`config.mk`:
```
export PLATFORM = sky130hd
export DESIGN_NAME = data_sram_like_bridge_flat
export DESIGN_NICKNAME = d
export VERILOG_FILES = /design/src/rtl/data_sram_like_bridge_if.sv /design/src/rtl/data_sram_like_bridge.sv /design/src/flat_wrapper.sv
export SDC_FILE = /design/constraint.sdc
export NUM_CORES = 1
export LEC_CHECK = 0
export BUFFER_PORTS_ARGS = -buffer_cell sky130_fd_sc_hd__buf_4
export CORE_MARGIN = 5
export CORE_UTILIZATION = 35
export DETAILED_ROUTE_END_ITERATION = 7
export MAX_ROUTING_LAYER = met4
export PLACE_DENSITY = 0.79
export SYNTH_ARGS = -nofsm -noshare
export SYNTH_HDL_FRONTEND = slang
export SYNTH_SLANG_ARGS = --single-unit
```
`constraint.sdc`:
```
create_clock -name clk -period 1.3 [get_ports clk]
set_clock_uncertainty 0.1 [all_clocks]
set_input_delay 0.13 -clock clk [delete_from_list [all_inputs] [get_ports clk]]
set_output_delay 0.13 -clock clk [all_outputs]
set_load 0.02 [all_outputs]
```
`src/rtl/data_sram_like_bridge_if.sv`:
```
// -----------------------------------------------------------------------------
// data_sram_like_bridge_if
//
// Purpose: sram-like data bus between the data-side bridge (master) and the
// sram-like-to-AXI converter (slave).
//
// Handshake: data_req / data_addr_ok form a req/ack pair. A request is accepted
// in the cycle where both are high, and the request fields must be stable from
// the first cycle data_req rises until that cycle. data_data_ok then pulses for
// one cycle per accepted request, carrying data_rdata for reads and acting as
// the write completion for writes. It has no back-pressure.
//
// Signals:
//   data_req      master -> slave  request valid
//   data_wr       master -> slave  1 = write
//   data_size     master -> slave  0 = byte, 1 = half, 2 = word
//   data_addr     master -> slave  byte address
//   data_wdata    master -> slave  lane-aligned write data
//   data_addr_ok  slave -> master  request accepted
//   data_data_ok  slave -> master  response / write completion
//   data_rdata    slave -> master  response data
// -----------------------------------------------------------------------------
interface data_sram_like_bridge_if;
    logic        data_req;
    logic        data_wr;
    logic [1:0]  data_size;
    logic [31:0] data_addr;
    logic [31:0] data_wdata;
    logic        data_addr_ok;
    logic        data_data_ok;
    logic [31:0] data_rdata;

    modport master (
        output data_req,
        output data_wr,
        output data_size,
        output data_addr,
        output data_wdata,
        input  data_addr_ok,
        input  data_data_ok,
        input  data_rdata
    );

    modport slave (
        input  data_req,
        input  data_wr,
        input  data_size,
        input  data_addr,
        input  data_wdata,
        output data_addr_ok,
        output data_data_ok,
        output data_rdata
    );
endinterface

```
`src/rtl/data_sram_like_bridge.sv`:
```
// -----------------------------------------------------------------------------
// data_sram_like_bridge
//
// Purpose: turns each MEM-stage load/store on the SRAM-style data port into
// exactly one sram-like transaction, and stalls the pipeline until it has
// completed. Load data is captured into a register and held until the next
// completion, so it stays valid for as long as the pipeline is frozen.
//
// Ports:
//   clk              in   core clock
//   resetn           in   synchronous, active-low reset
//   data_sram_en     in   MEM-stage access valid
//   data_sram_wen    in   [3:0] byte write enables, 0 = load
//   data_sram_addr   in   [31:0] byte address
//   data_sram_wdata  in   [31:0] lane-aligned store data
//   data_sram_rdata  out  [31:0] captured load word (registered)
//   flush            in   MEM-stage exception flush
//   longest_stall    in   global pipeline stall (includes data_stall)
//   data_stall       out  stall request to the hazard unit
//   bus              sram-like bus, master side
//   stateDbg         out  [1:0] FSM state: 0 = IDLE, 1 = WAIT, 2 = DONE
// -----------------------------------------------------------------------------
module data_sram_like_bridge (
    input  logic                           clk,
    input  logic                           resetn,
    input  logic                           data_sram_en,
    input  logic [3:0]                     data_sram_wen,
    input  logic [31:0]                    data_sram_addr,
    input  logic [31:0]                    data_sram_wdata,
    output logic [31:0]                    data_sram_rdata,
    input  logic                           flush,
    input  logic                           longest_stall,
    output logic                           data_stall,
    data_sram_like_bridge_if.master        bus,
    output logic [1:0]                     stateDbg
);

    typedef enum logic [1:0] {
        IDLE = 2'd0,  // no transaction outstanding
        WAIT = 2'd1,  // address accepted, waiting for data_ok
        DONE = 2'd2   // result held until the pipeline is released
    } state_t;

    state_t      state;
    state_t      nextState;
    logic [31:0] rdataReg;
    logic        accessWanted;
    logic        isWrite;

    // A flushed instruction must not touch memory, so flush gates the request
    // only before acceptance; after acceptance the transaction always drains.
    assign accessWanted = data_sram_en & ~flush;
    assign isWrite      = |data_sram_wen;

    // -------------------------------------------------------------------------
    // State register and load-data capture
    // -------------------------------------------------------------------------
    always_ff @(posedge clk) begin
        if (!resetn) begin
            state    <= IDLE;
            rdataReg <= 32'h0;
        end else begin
            state <= nextState;
            // Captured for writes too; the core ignores it then.
            if (state == WAIT && bus.data_data_ok) begin
                rdataReg <= bus.data_rdata;
            end
        end
    end

    // -------------------------------------------------------------------------
    // Next-state logic
    // -------------------------------------------------------------------------
    always_comb begin
        nextState = state;
        unique case (state)
            IDLE: begin
                if (accessWanted && bus.data_addr_ok) begin
                    nextState = WAIT;
                end
            end
            WAIT: begin
                if (bus.data_data_ok) begin
                    nextState = DONE;
                end
            end
            DONE: begin
                // Staying here while the pipeline is frozen is what prevents
                // the same MEM instruction from being issued twice.
                if (!longest_stall) begin
                    nextState = IDLE;
                end
            end
            default: nextState = IDLE;
        endcase
    end

    // -------------------------------------------------------------------------
    // Output logic
    // -------------------------------------------------------------------------
    always_comb begin
        bus.data_req = 1'b0;
        data_stall   = 1'b0;
        unique case (state)
            IDLE: begin
                bus.data_req = accessWanted;
                data_stall   = accessWanted;
            end
            WAIT: begin
                data_stall   = 1'b1;
            end
            DONE: begin
                data_stall   = 1'b0;
            end
            default: begin
                bus.data_req = 1'b0;
                data_stall   = 1'b0;
            end
        endcase
        // Reset is synchronous for state, but the handshake outputs must be
        // quiet for the whole time resetn is low.
        if (!resetn) begin
            bus.data_req = 1'b0;
            data_stall   = 1'b0;
        end
    end

    // Request fields follow the MEM-stage inputs directly; MEM is frozen by
    // data_stall while the request waits, so they stay stable.
    always_comb begin
        bus.data_wr    = isWrite;
        bus.data_wdata = data_sram_wdata;
        bus.data_size  = 2'd2;
        bus.data_addr  = data_sram_addr;
        if (isWrite) begin
            unique case (data_sram_wen)
                4'b0001, 4'b0010, 4'b0100, 4'b1000: bus.data_size = 2'd0;
                4'b0011, 4'b1100:                   bus.data_size = 2'd1;
                default:                            bus.data_size = 2'd2;
            endcase
        end else begin
            // Loads fetch the whole word; the core picks out bytes/halves.
            bus.data_addr = {data_sram_addr[31:2], 2'b00};
        end
    end

    assign data_sram_rdata = rdataReg;
    assign stateDbg        = state;

endmodule
```
`src/flat_wrapper.sv`:
```
// flat-port wrapper written by rule: the top's interface ports become plain ports
module data_sram_like_bridge_flat 
  (clk, resetn, data_sram_en, data_sram_wen, data_sram_addr, data_sram_wdata, data_sram_rdata, flush, longest_stall, data_stall, stateDbg, bus_data_req, bus_data_wr, bus_data_size, bus_data_addr, bus_data_wdata, bus_data_addr_ok, bus_data_data_ok, bus_data_rdata);
  data_sram_like_bridge_if bus_i ();
  input  logic clk;
  input  logic resetn;
  input  logic data_sram_en;
  input  logic [3:0] data_sram_wen;
  input  logic [31:0] data_sram_addr;
  input  logic [31:0] data_sram_wdata;
  output logic [31:0] data_sram_rdata;
  input  logic flush;
  input  logic longest_stall;
  output logic data_stall;
  output logic [1:0] stateDbg;
  output wire logic [$bits(bus_i.data_req)-1:0] bus_data_req;
  output wire logic [$bits(bus_i.data_wr)-1:0] bus_data_wr;
  output wire logic [$bits(bus_i.data_size)-1:0] bus_data_size;
  output wire logic [$bits(bus_i.data_addr)-1:0] bus_data_addr;
  output wire logic [$bits(bus_i.data_wdata)-1:0] bus_data_wdata;
  input wire logic [$bits(bus_i.data_addr_ok)-1:0] bus_data_addr_ok;
  input wire logic [$bits(bus_i.data_data_ok)-1:0] bus_data_data_ok;
  input wire logic [$bits(bus_i.data_rdata)-1:0] bus_data_rdata;
  assign bus_data_req = bus_i.data_req;
  assign bus_data_wr = bus_i.data_wr;
  assign bus_data_size = bus_i.data_size;
  assign bus_data_addr = bus_i.data_addr;
  assign bus_data_wdata = bus_i.data_wdata;
  assign bus_i.data_addr_ok = bus_data_addr_ok;
  assign bus_i.data_data_ok = bus_data_data_ok;
  assign bus_i.data_rdata = bus_data_rdata;
  data_sram_like_bridge u_core (.clk(clk), .resetn(resetn), .data_sram_en(data_sram_en), .data_sram_wen(data_sram_wen), .data_sram_addr(data_sram_addr), .data_sram_wdata(data_sram_wdata), .data_sram_rdata(data_sram_rdata), .flush(flush), .longest_stall(longest_stall), .data_stall(data_stall), .bus(bus_i), .stateDbg(stateDbg));
endmodule
```
==> results.toml, run 1 <==
[route]
drt_iter0_markers = 26
drc = 0
routed_wl_um = 4318
antenna_left = 0
wl_met2_um = 2172
wl_per_cell_um = 13.05
topRoutingLayerUsed = "met4"
vias = 1493
wl_met3_um = 459
wl_met1_um = 1527
vias_per_cell = 4.511
drtPass1Iterations = 4

[place]
dpl-instance-area_um2 = 2168
place_inst = 310
dpl.hpwl_um = 3134
gp_congestion = 0.8035
port_buffers = 85

[floorplan]
die_w_um = 85.56
die_area_um2 = 7321
num_rows = 27
die_y_um = 85.56
coreArea_um2 = 5540
num_io_pins = 210
start_util_pct = 36.07

[outcome]
status = "finished, final reports clean"

[timing]
hold_violations = 0
fin_crit_sh_pct = 96.29
rsz0062_at_grt = "true"
holdWs_ns = 0.01336
period_needed_ns = 1.252
fmax_mhz = 798.9
maxSlewHeadroom_pct = 80.17
tns_ns = 0
tightest_slew_ns = 0.2950
slew_violations = 0
finalSetupViolations = 0

[critical_path]
path_class = "reg2out"
slowest_delay_ns = 0.33
cpMaxStageDelayCell = "dfxtp_2"
worstPathCellList = "nand2b_4, nor3_2, buf_4"
end_kind = "output port"
cp.required_ns = 1.07
arrival_ns = 1.02
cp_max_fo = 3
startpoint_type = "flip-flop"
critPathTopFamily = "flip-flops"
cp_num_buf_inv = 1

[synth]
synthCells = 223
synth-seq-area-share_pct = 34.06
synth_top_area_share_pct = 34.06
yosysTopAreaCell = "dfxtp_1"
ys_top_cells_by_area = "dfxtp_1 34%, buf_4 23%, mux2i_1 16%"
synth_cell_types = 25
synth_fp_nets = 330
synth.avg_cell_area_um2 = 8.960
synth_seq_cells = 34
yosys_warnings = 0
synth_area_um2 = 1998

[power_and_ir_drop]
p_sw_w = 0.0005050
sw_frac_of_total_pct = 23.23
vdd_drop_max_uv = 366.0
p_int_w = 0.001669
share_comb_of_total_power_pct = 16.3
clkPwrFrac_pct = 34.5
leakagePower_nw = 1.054
pwr_density_cell_nw_per_um2 = 898.1
finalPower_w = 0.002174
power_frac_seq_pct = 49.3

[clock_tree]
clock_latency_ns = 0.27
clock_sinks = 34
clockRootBuffer = "clkbuf_8"
cts_tree = "done"
max-clock-path-buffers = 2
cts_made_buffers = 5
path_clk_slew_ns = 0.06
h-tree-depth = 2

[grt]
overflow = 0
grt_max_degree = 66
antenna_found_initial = 0
grt_usage_pct = 12.18
grt_pass1_wl_um = 6962
grt_pass1_vias = 1533

[worst_hold_path]
hold_path.class = "in2reg"

[flow_run]
drv_cap = 0

[layout]
area_growth_pct = 21.16
drive_gt1_share_pct = 40.15
diodes = 0
final_net_count = 367
final_cells = 331
final_cell_area_um2 = 2421
-- tightest hold or removal path: stages --
cell and delay, ns:
buf_4 0.11, nand2_1 0.05, mux2i_1 0.06
-- cell usage after synthesis --
cell	count
nor2_1	2
o21a_1	1
buf_12	3
a21oi_1	2
nor3_1	1
xnor2_1	1
nand2_1	64
buf_6	3
and2b_1	1
nand4bb_1	1
nor4_1	1
nor2b_1	1
and3b_2	1
nand2b_1	2
buf_4	62
inv_1	2
dlymetal6s2s_1	1
mux2i_1	32
dfxtp_1	34
nor4bb_1	1
or2b_1	1
clkbuf_8	3
a31o_2	1
dlygate4sd1_1	1
and3b_1	1
-- cells in the final DEF, fill, tap and decap left out, drive strengths merged --
| cell type | count |
|---|---|
| buf | 89 |
| nand2 | 64 |
| dfxtp | 34 |
| mux2i | 32 |
| dlygate4sd3 | 14 |
| clkbuf | 6 |
| inv | 2 |
| nor2 | 2 |
| and3b | 2 |
| nand2b | 2 |
| a21oi | 2 |
| nor4 | 1 |
| nor2b | 1 |
| nor4bb | 1 |
| a31o | 1 |
| and2b | 1 |
| xnor2 | 1 |
| nor3 | 1 |
| or2b | 1 |
| nand4bb | 1 |
| o21a | 1 |
-- state kept, by name, indices dropped and copies added (netlist names) --
name                    cells
u_core.data_sram_rdata     32
u_core.stateDbg             2
-- power by group through the flow --
stage               Sequential (W)  Clock (W)  Combinational [W]
CTS                        0.00107   0.000798           0.000354
floorplan                  0.00112          0           0.000418
finish                     0.00107   0.000749           0.000354
global route               0.00107   0.000840           0.000384
detailed placement         0.00109          0           0.000314
global placement           0.00109          0           0.000306
-- path summary, 6_finish.rpt --
| check | slack (ns) | endpoint | from | cells after the start |
|---|---|---|---|---|
| setup reg to reg | 0.11 | u_core.data_sram_rdata[17] | u_core.stateDbg[0] | 3 |
| setup / recovery | 0.05 | bus_data_req | u_core.stateDbg[1] | 3 |
| hold reg to reg | 0.36 | u_core.data_sram_rdata[22] | u_core.data_sram_rdata[22] | 2 |
| hold / removal | 0.01 | u_core.data_sram_rdata[5] | bus_data_rdata[5] | 3 |
-- timing repair --
item                       CTS  global route
resized for setup            3             1
hold buffers                14             0
hold endpoints to repair    14             0
setup buffers                1             0
setup endpoints to repair    3             2
pin swaps                    1             0
-- layer usage --
layer	vias to the layer above	global-route usage [%]
met5	-	-
met4	0	6.619
met3	19	4.611
met2	81	21.40
met1	677	11.42
li1	716	-
-- area by class of cell --
type                    count  area (um2)
fillers                   544        3119
repair buffers            103       845.8
multi-input cells         114       711.9
flip-flops and latches     34       683.2
well taps                  72       90.09
clock buffers               6       82.58
inverters                   2       7.507
-- cell families (layout without fill, tap and decap cells) --
family	after synthesis	count (layout)	share of synthesized area (%)
DFF	34	34	34.06
buffers and inverters	75	111	31.50
and+or+nand+nor	77	77	16.66
xor gates and xnor gates	1	1	0.4384
muxes	32	32	16.03
AOI/OAI and AO/OA	4	4	1.315
-- through the flow --
stage / setup WS [ns] / util, %
after floorplan: 0.05586 / -
after global placement: 0.06923 / 39.14
after detailed placement: -0.001966 / 39.14
after CTS: 0.02374 / 43.63
after global routing: -0.01282 / 43.70
final: 0.04823 / 43.70
No activity file was read; power rests on OpenSTA's default activity.
==> run 2, diff against run 1 <==
MAX_ROUTING_LAYER = unset   (was met4)
clock period = 1.2 ns   (was 1.3 ns; I/O delays follow)
==> results.toml, run 2 (same netlist as run 1, synthesis figures left out) <==
[grt]
overflow = 0
grt_pass1_vias = 1542
grt_usage_pct = 12.23
grt_max_degree = 36
antenna_found_initial = 0
grt_pass1_wl_um = 7134

[clock_tree]
clock_sinks = 34
path_clk_slew_ns = 0.07
cts_made_buffers = 5
h-tree-depth = 2
cts_tree = "done"
clockRootBuffer = "clkbuf_8"
clock_latency_ns = 0.27
max-clock-path-buffers = 2

[route]
wl_met3_um = 484
vias_per_cell = 4.436
drt_iter0_markers = 36
drc = 0
wl_met1_um = 1608
drtPass1Iterations = 4
antenna_left = 0
topRoutingLayerUsed = "met4"
routed_wl_um = 4530
vias = 1557
wl_met2_um = 2228
wl_per_cell_um = 12.91

[layout]
final_cell_mix = "89 x buf_4, 64 x nand2_1, 32 x mux2i_1, 32 x dfxtp_1, 30 x dlygate4sd3_1"
fillers = 533
largest_reg_flops = 32
area_growth_pct = 29.37
final_net_count = 386
fin_util_pct = 46.66
final_cells = 351
final_cell_area_um2 = 2585
diodes = 0
final_common_cell = "buf_4"
drive_gt1_share_pct = 37.63

[critical_path]
reg2reg_to = "u_core.data_sram_rdata[21]"
r2r-start = "u_core.stateDbg[1]"
r2r_cells = 3
path_class = "reg2out"
r2r_setup_slack_ns = 0.03
crit_start = "u_core.stateDbg[1]"
crit_end = "bus_data_req"
arrival_ns = 1.05
cp_max_fo = 3
startpoint_type = "flip-flop"
end_kind = "output port"
cp.required_ns = 0.98

[timing]
maxSlewHeadroom_pct = 78.58
rsz0062_at_grt = "true"
fin_crit_sh_pct = 106.1
period_needed_ns = 1.274
setup_ws_ns = -0.07377
slew_violations = 0
fmax_mhz = 785.1
tightest_slew_ns = 0.3187
hold_violations = 0
finalSetupViolations = 3

[place]
gp_congestion = 0.8142
port_buffers = 85
dpl.hpwl_um = 3123
dpl-instance-area_um2 = 2183
preCtsSetupSlack_ns = 0.02390
place_inst = 313

[floorplan]
num_io_pins = 210
num_rows = 27
die_y_um = 85.56
coreArea_um2 = 5540
start_util_pct = 36.07
die_area_um2 = 7321
die_w_um = 85.56

[flow_run]
drv_cap = 0

[outcome]
status = "finished, violations left"
violations = "negative setup slack"

[worst_hold_path]
hold_path.class = "in2reg"

[power_and_ir_drop]
leakagePower_nw = 1.129
vdd_drop_max_uv = 462.8
pwr_density_cell_nw_per_um2 = 911.6
==> run 2: worst max-delay path: stages, from the launching register on <==
cell and delay (ns):
dfxtp_2 0.33, nand2b_4 0.15, nor3_2 0.14, buf_4 0.16
==> run 2: cell type report <==
cell class              count  area (um2)  share of cell area [%]
clock buffers               7       76.32                   2.953
well taps                  72       90.09                   3.485
inverters                   2       7.507                  0.2904
multi-input cells         114       708.2                   27.40
flip-flops and latches     34       683.2                   26.43
repair buffers            122        1020                   39.45
==> run 2: routing by layer <==
metal | up-vias | track usage, %
li1 | 753 | -
met1 | 697 | 11.95
met2 | 81 | 21.12
met3 | 26 | 4.995
met4 | 0 | 8.201
met5 | - | 0
==> run 2: stage by stage <==
stage	total power (W)	TNS [ns]	hold WS (ns)
6_report	0.002356	-0.1202	0.01226
5_1_grt	0.002491	-0.6625	0.01339
4_1_cts	0.002407	-0.1646	0.0008058
3_5_place_dp	0.001524	0	0.1401
3_3_place_gp	0.001519	0	0.1401
2_1_floorplan	0.001662	-0.1061	0.1621
==> run 2: repair_timing <==
| action | CTS | global route |
|---|---|---|
| endpoints found under the hold margin | 30 | 0 |
| setup buffers | 1 | 0 |
| endpoints found under the setup margin | 2 | 24 |
| gates resized for setup | 2 | 1 |
| cloned | 0 | 0 |
| hold buffers | 30 | 0 |
==> run 2: worst min-delay path by stage <==
stage	start	slack [ns]	to	depth (start not counted)
final	bus_data_rdata[10]	0.01	u_core.data_sram_rdata[10]	3
after global routing	resetn	0.01	u_core.stateDbg[0]	3
after CTS	bus_data_rdata[16]	0.0008	u_core.data_sram_rdata[16]	3
after detailed placement	data_sram_addr[26]	0.14	bus_data_addr[26]	0
after global placement	data_sram_addr[26]	0.14	bus_data_addr[26]	0
after floorplan	bus_data_rdata[31]	0.16	u_core.data_sram_rdata[31]	2
==> run 2: where the power goes <==
group / switching [W] / leakage (nW) / total [W] / internal [W]
clock network: 0.000371 / 0.0383 / 0.000770 / 0.000399
registers: 0.0000103 / 0.276 / 0.00116 / 0.00115
logic: 0.000176 / 0.815 / 0.000428 / 0.000252
